<file path="config.mk">
export PLATFORM = sky130hd
export DESIGN_NAME = fc_feeder_flat
export DESIGN_NICKNAME = d
export VERILOG_FILES = /design/src/rtl/fc_feeder_if.sv /design/src/rtl/fc_feeder.sv /design/src/flat_wrapper.sv
export SDC_FILE = /design/constraint.sdc
export NUM_CORES = 1
export LEC_CHECK = 0
export CORE_MARGIN = 4
export CORE_UTILIZATION = 35
export CTS_CLUSTER_SIZE = 24
export DETAILED_ROUTE_END_ITERATION = 8
export GPL_TIMING_DRIVEN = 0
export PLACE_DENSITY = 0.55
export REMOVE_ABC_BUFFERS = 1
export SYNTH_ARGS = -nofsm -noshare
export SYNTH_HDL_FRONTEND = slang
export SYNTH_SLANG_ARGS = --single-unit
</file>
<file path="constraint.sdc">
create_clock -name clk -period 3.4 [get_ports clk]
set_input_delay 0.51 -clock clk [delete_from_list [all_inputs] [get_ports clk]]
set_output_delay 0.51 -clock clk [all_outputs]
set_load 0.02 [all_outputs]
</file>
<file path="src/rtl/fc_feeder_if.sv">
// rtl/fc_feeder_if.sv - activation feed and MAC lane bundle for fc_feeder
//
// Purpose: groups the upstream activation handshake and the three-lane MAC
// beat outputs into one bundle.
//   slave  : the feeder (accepts activations, drives MAC beats)
//   master : the surrounding logic (drives activations and mac_done)
// Signals:
//   feat_valid / feat_data / feat_ready : serial activation handshake
//   mac_in_1..3                         : lane activations for the beat
//   mac_valid / mac_first / mac_last    : beat qualifiers
//   mac_done                            : MAC finished the held frame
//   busy                                : frame streaming or awaiting mac_done
interface fc_feeder_if #(
  parameter int DW = 2
);
  logic          feat_valid;
  logic [DW-1:0] feat_data;
  logic          feat_ready;
  logic [DW-1:0] mac_in_1;
  logic [DW-1:0] mac_in_2;
  logic [DW-1:0] mac_in_3;
  logic          mac_valid;
  logic          mac_first;
  logic          mac_last;
  logic          mac_done;
  logic          busy;

  modport slave (
    input  feat_valid, feat_data, mac_done,
    output feat_ready, mac_in_1, mac_in_2, mac_in_3,
           mac_valid, mac_first, mac_last, busy
  );

  modport master (
    output feat_valid, feat_data, mac_done,
    input  feat_ready, mac_in_1, mac_in_2, mac_in_3,
           mac_valid, mac_first, mac_last, busy
  );
endinterface

</file>
<file path="src/rtl/fc_feeder.sv">
// rtl/fc_feeder.sv - ping-pong activation stager feeding the three-lane MAC
//
// Purpose: collects serial 2-bit activations into one of two frame banks and
// replays each full frame as DEPTH beats of N_LANE activations, then holds
// the bank until the MAC signals mac_done. One bank fills while the other
// streams.
// Ports:
//   clk  : rising-edge clock
//   rst  : synchronous active-high reset
//   bus  : fc_feeder_if.slave (activation handshake in, MAC beats out)
module fc_feeder #(
  parameter int N_LANE = 3,
  parameter int DEPTH  = 36,
  parameter int DW     = 2
) (
  input  logic           clk,
  input  logic           rst,
  fc_feeder_if.slave     bus
);

  localparam int FRAME = N_LANE * DEPTH;
  localparam int IW    = $clog2(FRAME);
  localparam int BW    = $clog2(DEPTH);

  typedef enum logic [1:0] {IDLE, STREAM, WAIT_DONE} state_t;

  logic [DW-1:0] mem [2][FRAME];

  state_t        state, state_n;
  logic [BW-1:0] beat, beat_n;
  logic          rd_bank, rd_bank_n;
  logic          wr_bank;
  logic [IW-1:0] wr_idx;
  logic [1:0]    full, full_n;

  logic          wr_fire;
  logic          wr_last;
  logic          bank_release;

  // Registered-output staging values
  logic          valid_d, first_d, last_d, busy_d;
  logic [DW-1:0] in1_d, in2_d, in3_d;
  logic [IW-1:0] idx1, idx2, idx3;

  assign bus.feat_ready = !rst && !full[wr_bank];
  assign wr_fire        = bus.feat_valid && bus.feat_ready;
  assign wr_last        = wr_fire && (wr_idx == IW'(FRAME - 1));
  assign bank_release   = (state == WAIT_DONE) && bus.mac_done;

  // Write side: the write bank is never the held read bank, so setting and
  // clearing in the same cycle touch different flags.
  always_comb begin
    full_n = full;
    if (bank_release) full_n[rd_bank] = 1'b0;
    if (wr_last)      full_n[wr_bank] = 1'b1;
  end

  always_ff @(posedge clk) begin
    if (rst) begin
      full    <= 2'b00;
      wr_bank <= 1'b0;
      wr_idx  <= '0;
    end else begin
      full <= full_n;
      if (wr_fire) begin
        if (wr_last) begin
          wr_idx  <= '0;
          wr_bank <= ~wr_bank;
        end else begin
          wr_idx <= wr_idx + 1'b1;
        end
      end
    end
  end

  // Buffer contents need no reset; full flags gate every read.
  always_ff @(posedge clk) begin
    if (wr_fire) mem[wr_bank][wr_idx] <= bus.feat_data;
  end

  // Read FSM: state register
  always_ff @(posedge clk) begin
    if (rst) begin
      state   <= IDLE;
      beat    <= '0;
      rd_bank <= 1'b0;
    end else begin
      state   <= state_n;
      beat    <= beat_n;
      rd_bank <= rd_bank_n;
    end
  end

  // Read FSM: next state
  always_comb begin
    state_n   = state;
    beat_n    = beat;
    rd_bank_n = rd_bank;
    case (state)
      IDLE: begin
        if (full[rd_bank]) begin
          state_n = STREAM;
          beat_n  = '0;
        end
      end
      STREAM: begin
        if (beat == BW'(DEPTH - 1)) state_n = WAIT_DONE;
        else                         beat_n  = beat + 1'b1;
      end
      WAIT_DONE: begin
        if (bus.mac_done) begin
          state_n   = IDLE;
          rd_bank_n = ~rd_bank;
        end
      end
      default: state_n = IDLE;
    endcase
  end

  // Read FSM: outputs. Computed from the next state/beat so the registered
  // outputs line up with the state they describe.
  always_comb begin
    idx1    = IW'(beat_n);
    idx2    = IW'(beat_n) + IW'(DEPTH);
    idx3    = IW'(beat_n) + IW'(2 * DEPTH);
    valid_d = (state_n == STREAM);
    first_d = valid_d && (beat_n == '0);
    last_d  = valid_d && (beat_n == BW'(DEPTH - 1));
    busy_d  = (state_n != IDLE);
    in1_d   = '0;
    in2_d   = '0;
    in3_d   = '0;
    if (valid_d) begin
      in1_d = mem[rd_bank][idx1];
      in2_d = mem[rd_bank][idx2];
      in3_d = mem[rd_bank][idx3];
    end
  end

  always_ff @(posedge clk) begin
    if (rst) begin
      bus.mac_valid <= 1'b0;
      bus.mac_first <= 1'b0;
      bus.mac_last  <= 1'b0;
      bus.busy      <= 1'b0;
      bus.mac_in_1  <= '0;
      bus.mac_in_2  <= '0;
      bus.mac_in_3  <= '0;
    end else begin
      bus.mac_valid <= valid_d;
      bus.mac_first <= first_d;
      bus.mac_last  <= last_d;
      bus.busy      <= busy_d;
      bus.mac_in_1  <= in1_d;
      bus.mac_in_2  <= in2_d;
      bus.mac_in_3  <= in3_d;
    end
  end

endmodule
</file>
<file path="src/flat_wrapper.sv">
// flat-port wrapper written by rule: the top's interface ports become plain ports
module fc_feeder_flat 
#(
  parameter int N_LANE = 3,
  parameter int DEPTH  = 36,
  parameter int DW     = 2
)
  (clk, rst, bus_feat_valid, bus_feat_data, bus_mac_done, bus_feat_ready, bus_mac_in_1, bus_mac_in_2, bus_mac_in_3, bus_mac_valid, bus_mac_first, bus_mac_last, bus_busy);
  fc_feeder_if #(.DW(DW)) bus_i ();
  input  logic clk;
  input  logic rst;
  input wire logic [$bits(bus_i.feat_valid)-1:0] bus_feat_valid;
  input wire logic [$bits(bus_i.feat_data)-1:0] bus_feat_data;
  input wire logic [$bits(bus_i.mac_done)-1:0] bus_mac_done;
  output wire logic [$bits(bus_i.feat_ready)-1:0] bus_feat_ready;
  output wire logic [$bits(bus_i.mac_in_1)-1:0] bus_mac_in_1;
  output wire logic [$bits(bus_i.mac_in_2)-1:0] bus_mac_in_2;
  output wire logic [$bits(bus_i.mac_in_3)-1:0] bus_mac_in_3;
  output wire logic [$bits(bus_i.mac_valid)-1:0] bus_mac_valid;
  output wire logic [$bits(bus_i.mac_first)-1:0] bus_mac_first;
  output wire logic [$bits(bus_i.mac_last)-1:0] bus_mac_last;
  output wire logic [$bits(bus_i.busy)-1:0] bus_busy;
  assign bus_i.feat_valid = bus_feat_valid;
  assign bus_i.feat_data = bus_feat_data;
  assign bus_i.mac_done = bus_mac_done;
  assign bus_feat_ready = bus_i.feat_ready;
  assign bus_mac_in_1 = bus_i.mac_in_1;
  assign bus_mac_in_2 = bus_i.mac_in_2;
  assign bus_mac_in_3 = bus_i.mac_in_3;
  assign bus_mac_valid = bus_i.mac_valid;
  assign bus_mac_first = bus_i.mac_first;
  assign bus_mac_last = bus_i.mac_last;
  assign bus_busy = bus_i.busy;
  fc_feeder #(.N_LANE(N_LANE), .DEPTH(DEPTH), .DW(DW)) u_core (.clk(clk), .rst(rst), .bus(bus_i));
endmodule
</file>
### Yosys cells after proc, flatten, opt, wreduce, memory -nomap -nowiden

Memory sizes are Yosys's and may differ from the RTL's. A register that Yosys moved wholly into a read port is not among the register bits.
Cells that the tools add are included.

| storage, ports and cells | value |
|---|---|
| output and inout port bits | 11 |
| word-level logic and storage cells | 93 |
| memories kept | 1 |
| bits in registers | 29 |
| input port bits | 6 |
| bits in writable memories | 432 |

Memory list:

| name | depth | bits a word | rd ports | clocked after memory_dff | wr ports | RTL line | text |
|---|---|---|---|---|---|---|---|
| u_core.mem | 2 | 216 | 1 | 1 | 1 | fc_feeder.sv:27 | `logic [DW-1:0] mem [2][FRAME];` |

| cells by class | value |
|---|---|
| bitwise operators | 10 |
| mux-type cells | 33 |
| $add $sub $neg | 4 |
| equality and inequality tests | 6 |
| reductions and logical operators | 17 |
| magnitude comparators | 9 |

Operators with widths:

| operator | count |
|---|---|
| $mux W216 | 1 |
| $bmux W2 S7 | 3 |
| $ge A8 B8 Y1 const B | 4 |
| $mux W2 | 12 |
| $not A7 Y8 | 3 |
| $demux W2 S7 | 1 |
| $eq A6 B6 Y1 const B | 2 |
| $mux W6 | 2 |
| $pmux W6 S2 | 1 |
| $logic_and A1 B1 Y1 | 9 |
| $mux W1 | 9 |
| $lt A8 B1 Y1 const B | 1 |
| $not A6 Y8 | 1 |
| $add A6 B6 Y7 const B | 1 |
| $add A6 B7 Y7 const B | 1 |
| $add A7 B1 Y7 const B | 1 |
| $eq A7 B7 Y1 const B | 1 |
| $mux W7 | 1 |
| $add A6 B1 Y6 const B | 1 |
| $logic_not A6 Y1 | 1 |
| $pmux W2 S3 | 1 |
| $eq A2 B1 Y1 const B | 2 |
| $lt A1 B2 Y1 const B | 2 |
| $reduce_and A2 Y1 | 2 |
| other kinds (11) | 16 |

### Logic depth before layout (Yosys ltp)

| depth | value |
|---|---|
| depth in word-level cells | 9 |
| mapped depth | 16 |
| depth with buffers taken out | 14 |

### Least setup slack after synthesis

OpenSTA, ideal clock, no wires.

| timing path | value |
|---|---|
| kind | register to register |
| start | register u_core.beat[0] |
| end | register u_core.bus.mac_in_2[1] |
| cell stages (with the launch flop) | 16 |
| slack | -0.229 ns |
| period minus slack after synthesis | 3.629 ns |
| arrival time | 3.507 ns |
| required time | 3.278 ns |
| buffers on the path | 3 |
| library setup time | 0.122 ns |
| cell sequence | dfxtp_1 > clkbuf_1 > nand4_1 > xor2_1 > nor2_1 > clkbuf_1 > clkbuf_1 > ha_1 > inv_1 > a211oi_1 > xnor2_1 > nand2b_1 > nor2_1 > a21oi_1 > o311ai_0 > o311a_1 |

| on the way | value |
|---|---|
| cells in the longest elaborated chain, start to end | 8 |
| elaborated cells on any way between the ends | 15 |
| classes of those cells | 2 x add/sub; 2 x eq/ne; 8 x mux; 2 x bitwise; 1 x reduce/logical |

Ends and longest elaborated chain:

| what | RTL line | text |
|---|---|---|
| from (decl) | fc_feeder.sv:30 | `logic [BW-1:0] beat, beat_n;` |
| from (signal assigned) | fc_feeder.sv:89 | `beat <= beat_n;` |
| $add A6 B1 Y6 or $eq A6 B6 Y1 (tied branches) | fc_feeder.sv:108, fc_feeder.sv:107 |  |
| $mux W6 * | fc_feeder.sv:107 | `if (beat == BW'(DEPTH - 1)) state_n = WAIT_DONE;` |
| $pmux W6 S2 * | fc_feeder.sv:99 | `case (state)` |
| net u_core.beat_n[3] | fc_feeder.sv:30 |  |
| $add A6 B6 Y7 * | fc_feeder.sv:124 | `idx2 = IW'(beat_n) + IW'(DEPTH);` |
| $not A7 Y8 (not written as such) * | fc_feeder.sv:135 | `in2_d = mem[rd_bank][idx2];` |
| $bmux W2 S7 * | fc_feeder.sv:135 |  |
| $mux W2 (not written as such) * (2 in series) | fc_feeder.sv:135 |  |
| to (signal assigned) | fc_feeder.sv:155 | `bus.mac_in_2 <= in2_d;` |
| to (decl) | fc_feeder_if.sv:30 | `output feat_ready, mac_in_1, mac_in_2, mac_in_3,` |

The timed path passes the listed nets; every way through them passes the cells marked *. The select of a mux whose other input is x is not followed.
A chain may end at the register's enable or synchronous reset.

### Worst setup path in the final report

| timing path | value |
|---|---|
| start | register u_core.beat[3] |
| end | register u_core.bus.mac_in_2[0] |

| on the way | value |
|---|---|
| cells in the longest elaborated chain, start to end | 8 |
| elaborated cells on any way between the ends | 15 |
| classes of those cells | 2 x add/sub; 2 x eq/ne; 8 x mux; 2 x bitwise; 1 x reduce/logical |

Ends and longest elaborated chain:

| what | RTL line |
|---|---|
| $add A6 B1 Y6 or $eq A6 B6 Y1 (tied branches) | fc_feeder.sv:108, fc_feeder.sv:107 |
| $mux W6 | fc_feeder.sv:107 |
| $pmux W6 S2 | fc_feeder.sv:99 |
| $add A6 B6 Y7 | fc_feeder.sv:124 |
| $not A7 Y8 (not written as such) | fc_feeder.sv:135 |
| $bmux W2 S7 | fc_feeder.sv:135 |
| $mux W2 (not written as such) (2 in series) | fc_feeder.sv:135 |

Parallel ways exist; a longest one is shown, timed or not. The select of a mux whose other input is x is not followed.

==> flow_summary.json <==
{
  "report.final.hold_viol_count": 0,
  "synth_sequential_area_ratio": 0.674,
  "critical_path_peak_fanout": 7,
  "cts.sink_count": 462,
  "cts_hold_buffers": 0,
  "ir_drop_v": 0.000334,
  "floorplan.die.height_um": 248,
  "grt_antenna_before_repair": 0,
  "worst_slew_margin_rel": 0.263,
  "synthAdderAreaFrac": 0.00310,
  "timing.critical_path.slowest_cell_delay_ns": 0.46,
  "synth.top_cells.by_count": "432 x edfxtp_1, 282 x nor2_1, 115 x nand2_1",
  "cp_startpoint_kind": "flop",
  "ant_nets": 0,
  "clockRootBuffer": "clkbuf_16",
  "clock_tree.buffer_depth": 3,
  "grt_pass1_wl_mm": 78.8,
  "yosys.area_share.xor_xnor": 0.00478,
  "depth_of_the_most_critical_reg_to_reg_path": 11,
  "finalWirelength_mm": 53.0,
  "hpwl_mm": 33.3,
  "numCtsBuffers": 49,
  "combinational_family_with_the_most_area_after_synthesis": "multiplexers",
  "final_max_slew_viol_count": 0,
  "placement_rows": 87,
  "worst-r2r-setup-slack_ns": -0.1,
  "chipWidth_um": 248,
  "tightest_slew_ns": 1.11,
  "ys_warn_count": 0,
  "timing.fmax_mhz": 286,
  "crit_chain": "or3b_4 -> o21ai_4 -> mux2i_4 -> buf_6 -> mux2_2 -> o211ai_1 -> o21ai_1 -> a21oi_1 -> o31ai_1 -> nor4_1 -> a211oi_2",
  "io_buffers": 16,
  "clock_latency_ns": 0.59,
  "post-route-min-period_ns": 3.50,
  "synth_edf_count": 432,
  "r2r-end": "u_core.bus.mac_in_2[0]$_SDFF_PP0_",
  "worst_r2r_src": "u_core.beat[3]$_SDFF_PP0_",
  "power.static_leakage_uw": 0.00713,
  "totalPowerFinal_uw": 11700,
  "initial_utilization": 0.355,
  "run_status": "complete, but fails checks",
  "layout_setup_ws_ns": -0.0995,
  "post_route_cells_drive_above_1_share": 0.224,
  "compound_gate_portion_of_the_synthesized_area": 0.0492,
  "cellPowerDensity_nw_per_um2": 490,
  "number_of_cells_in_the_design_after_placement": 2091,
  "critPathKind": "reg -> reg",
  "cp-startpoint": "u_core.beat[3]$_SDFF_PP0_",
  "ys_dominant_reg_cell": "edfxtp_1",
  "vias_per_cell": 5.45,
  "totalNegativeSetupSlack_ns": -0.234,
  "cpLargestDelayFamily": "compound AO/OA/AOI/OAI gates",
  "cts_tree": "built",
  "violations": "negative setup slack",
  "synth_mux_area_frac": 0.141,
  "netlist_area_um2": 20200,
  "grt_max_degree": 125,
  "drv_cap": 0,
  "layout.cell_area.non_filler_um2": 23800,
  "first_iter_violations": 1199,
  "finalClockSkew_ns": 0.0285,
  "dieArea_um2": 61500,
  "final_cell_count_no_fill": 2222,
  "place.gp.congestion": 0.909,
  "post-route-drc-count": 0,
  "yosys.area.top_type_share": 0.644,
  "synthArstFlopShare": 0,
  "synth.distinct_cells": 67,
  "insertedDiodeCount": 0,
  "finalSetupViolations": 3,
  "critPathCaptureType": "flop",
  "setup.worst_path.end": "u_core.bus.mac_in_2[0]$_SDFF_PP0_",
  "hold_class": "in -> reg",
  "finalCoreUtilization": 0.420,
  "design.portCount": 17,
  "syn_area_per_cell_um2": 14.5,
  "worstPathBufferInverterCount": 1,
  "synthesis.instances": 1387,
  "ys_ff_latch": 462,
  "num-fill-cells": 5074,
  "groute.usage.overall": 0.173,
  "worst-endpoint-required_ns": 3.83,
  "numnets_final": 1439,
  "core_um2": 56700,
  "wire_per_inst_um": 23.9,
  "post-route-period-util": 1.03,
  "timing.critical_path.depth": 11,
  "grt_setup_unrepaired": "yes",
  "area_growth_pct": 18.3,
  "first_pass_iters": 5,
  "first_global_vias": 12244,
  "num_vias": 12100,
  "synthDominantAreaCellType": "edfxtp_1",
  "cp_arrival_ns": 3.93,
  "synth_simple_gate_area_frac": 0.108,
  "synthTopCellsByArea": "edfxtp_1 64%, mux4_2 11%, nor2_1 5.3%",
  "grt-ovfl-total": 0,
  "cts_htree_levels": 2,
  "post-synth-top-count-cell": "edfxtp_1",
  "critical_path.slowest_cell": "or3b_4",
  "postPlaceCellArea_um2": 21300,
  "cts_clock_pin_slew_for_the_worst_setup_and_hold_paths_ns": 0.06
}
==> registers in the layout, summed over array words and instances, names as in the netlist, named ones only <==
name and flops:
u_core.state 2, u_core.mem 432, u_core.bus.busy 1, u_core.rd_bank 1, u_core.wr_idx 7, u_core.full 2
u_core.beat 6, u_core.bus.mac_in_3 2, u_core.bus.mac_in_1 2, u_core.bus.mac_last 1, u_core.bus.mac_in_2 2, u_core.bus.mac_valid 1
u_core.bus.mac_first 1, u_core.wr_bank 1
==> worst reg2reg max path: stages, from the launching register on <==
cell	delay [ns]
dfxtp_1	0.44
or3b_4	0.46
o21ai_4	0.19
mux2i_4	0.31
buf_6	0.22
mux2_2	0.37
o211ai_1	0.34
o21ai_1	0.19
a21oi_1	0.17
o31ai_1	0.09
nor4_1	0.39
a211oi_2	0.19
==> logic make-up after synthesis <==
| logic type | Yosys count |
|---|---|
| xor+xnor | 11 |
| mux | 162 |
| compound gates | 147 |
| simple gates | 508 |
| fa+ha+maj | 5 |
| flops | 462 |
| buf+inv | 92 |
==> area by class of cell <==
cell class	instances	area, um2	area share
repair buffers	71	930	0.0390
inverters	9	38.8	0.00163
clock inverters	25	280	0.0118
flip-flops and latches	462	13600	0.570
well taps	756	946	0.0397
clock buffers	64	1310	0.0551
multi-input cells	834	6730	0.283
repair inverters	1	7.51	0.000315
==> how the worst min path moves through the flow <==
| stage | cells past startpoint | from | slack, ns | end |
|---|---|---|---|---|
| after floorplan | 2 | u_core.full[0]$_SDFF_PP0_ | 0.46 | u_core.full[0]$_SDFF_PP0_ |
| after CTS | 1 | bus_feat_data[1] | 0.47 | u_core.mem[1][65]$_DFFE_PP_ |
| final | 1 | bus_feat_data[1] | 0.45 | u_core.mem[1][65]$_DFFE_PP_ |
| after detailed placement | 2 | u_core.full[0]$_SDFF_PP0_ | 0.52 | u_core.full[0]$_SDFF_PP0_ |
| after global placement | 2 | u_core.full[0]$_SDFF_PP0_ | 0.49 | u_core.full[0]$_SDFF_PP0_ |
| after global routing | 1 | bus_feat_data[1] | 0.48 | u_core.mem[1][65]$_DFFE_PP_ |
==> stage by stage <==
step	worst slack [ns]	hold slack [ns]
after floorplan	-4.52	0.455
after global placement	-10.47	0.488
after detailed placement	-1.74	0.518
after CTS	-0.109	0.473
after global routing	-0.183	0.481
final	-0.0995	0.452
==> cells in the final DEF (no fill, tap or decap), types with 7 or more instances in the layout <==
cell type / Yosys / routed
mux2i_1: 47 / 24
and3_1: 10 / 10
buf_12: 0 / 8
dfxtp_1: 30 / 27
clkbuf_1: 46 / 13
nor2b_1: 8 / 8
o21ai_0: 20 / 15
mux4_2: 96 / 96
mux2_2: 18 / 18
nand3_1: 19 / 19
nor2_1: 282 / 278
clkinv_1: 1 / 9
or3_1: 7 / 7
nand2_2: 0 / 10
buf_4: 10 / 30
a31oi_1: 9 / 7
a21oi_1: 39 / 33
clkdlybuf4s50_1: 0 / 13
a211oi_1: 11 / 7
mux2i_2: 0 / 10
inv_1: 8 / 7
nand2_1: 115 / 105
clkbuf_16: 0 / 50
nor3_1: 24 / 24
o211ai_1: 7 / 7
clkinv_2: 0 / 8
edfxtp_1: 432 / 432
buf_16: 0 / 10
o22ai_1: 12 / 9
mux2i_4: 0 / 13
==> layer usage <==
metal  track usage  share of wire  vias to the layer above  routed length (um)
met1         0.242           0.45                     6289               23700
met2         0.278           0.47                      323               25000
met4        0.0509          0.029                        0                1540
met3        0.0325          0.054                       87                2850
li1              -              -                     5401                   -
met5             0              0                        -                   0
==> timing repair <==
action | 4_1_cts | 5_1_grt
setup endpoints to repair | 353 | 18
buffers inserted | 35 | 4
pin swaps | 14 | 9
cloned | 4 | 1
resized for setup | 89 | 25
==> where the power goes <==
group / switching, uW / internal, uW / total [uW]
combinational: 116 / 21.6 / 138
clock: 2150 / 3170 / 5320
sequential: 4.42 / 6210 / 6220
total: 2270 / 9400 / 11700
(Power assumes the default switching activity.)
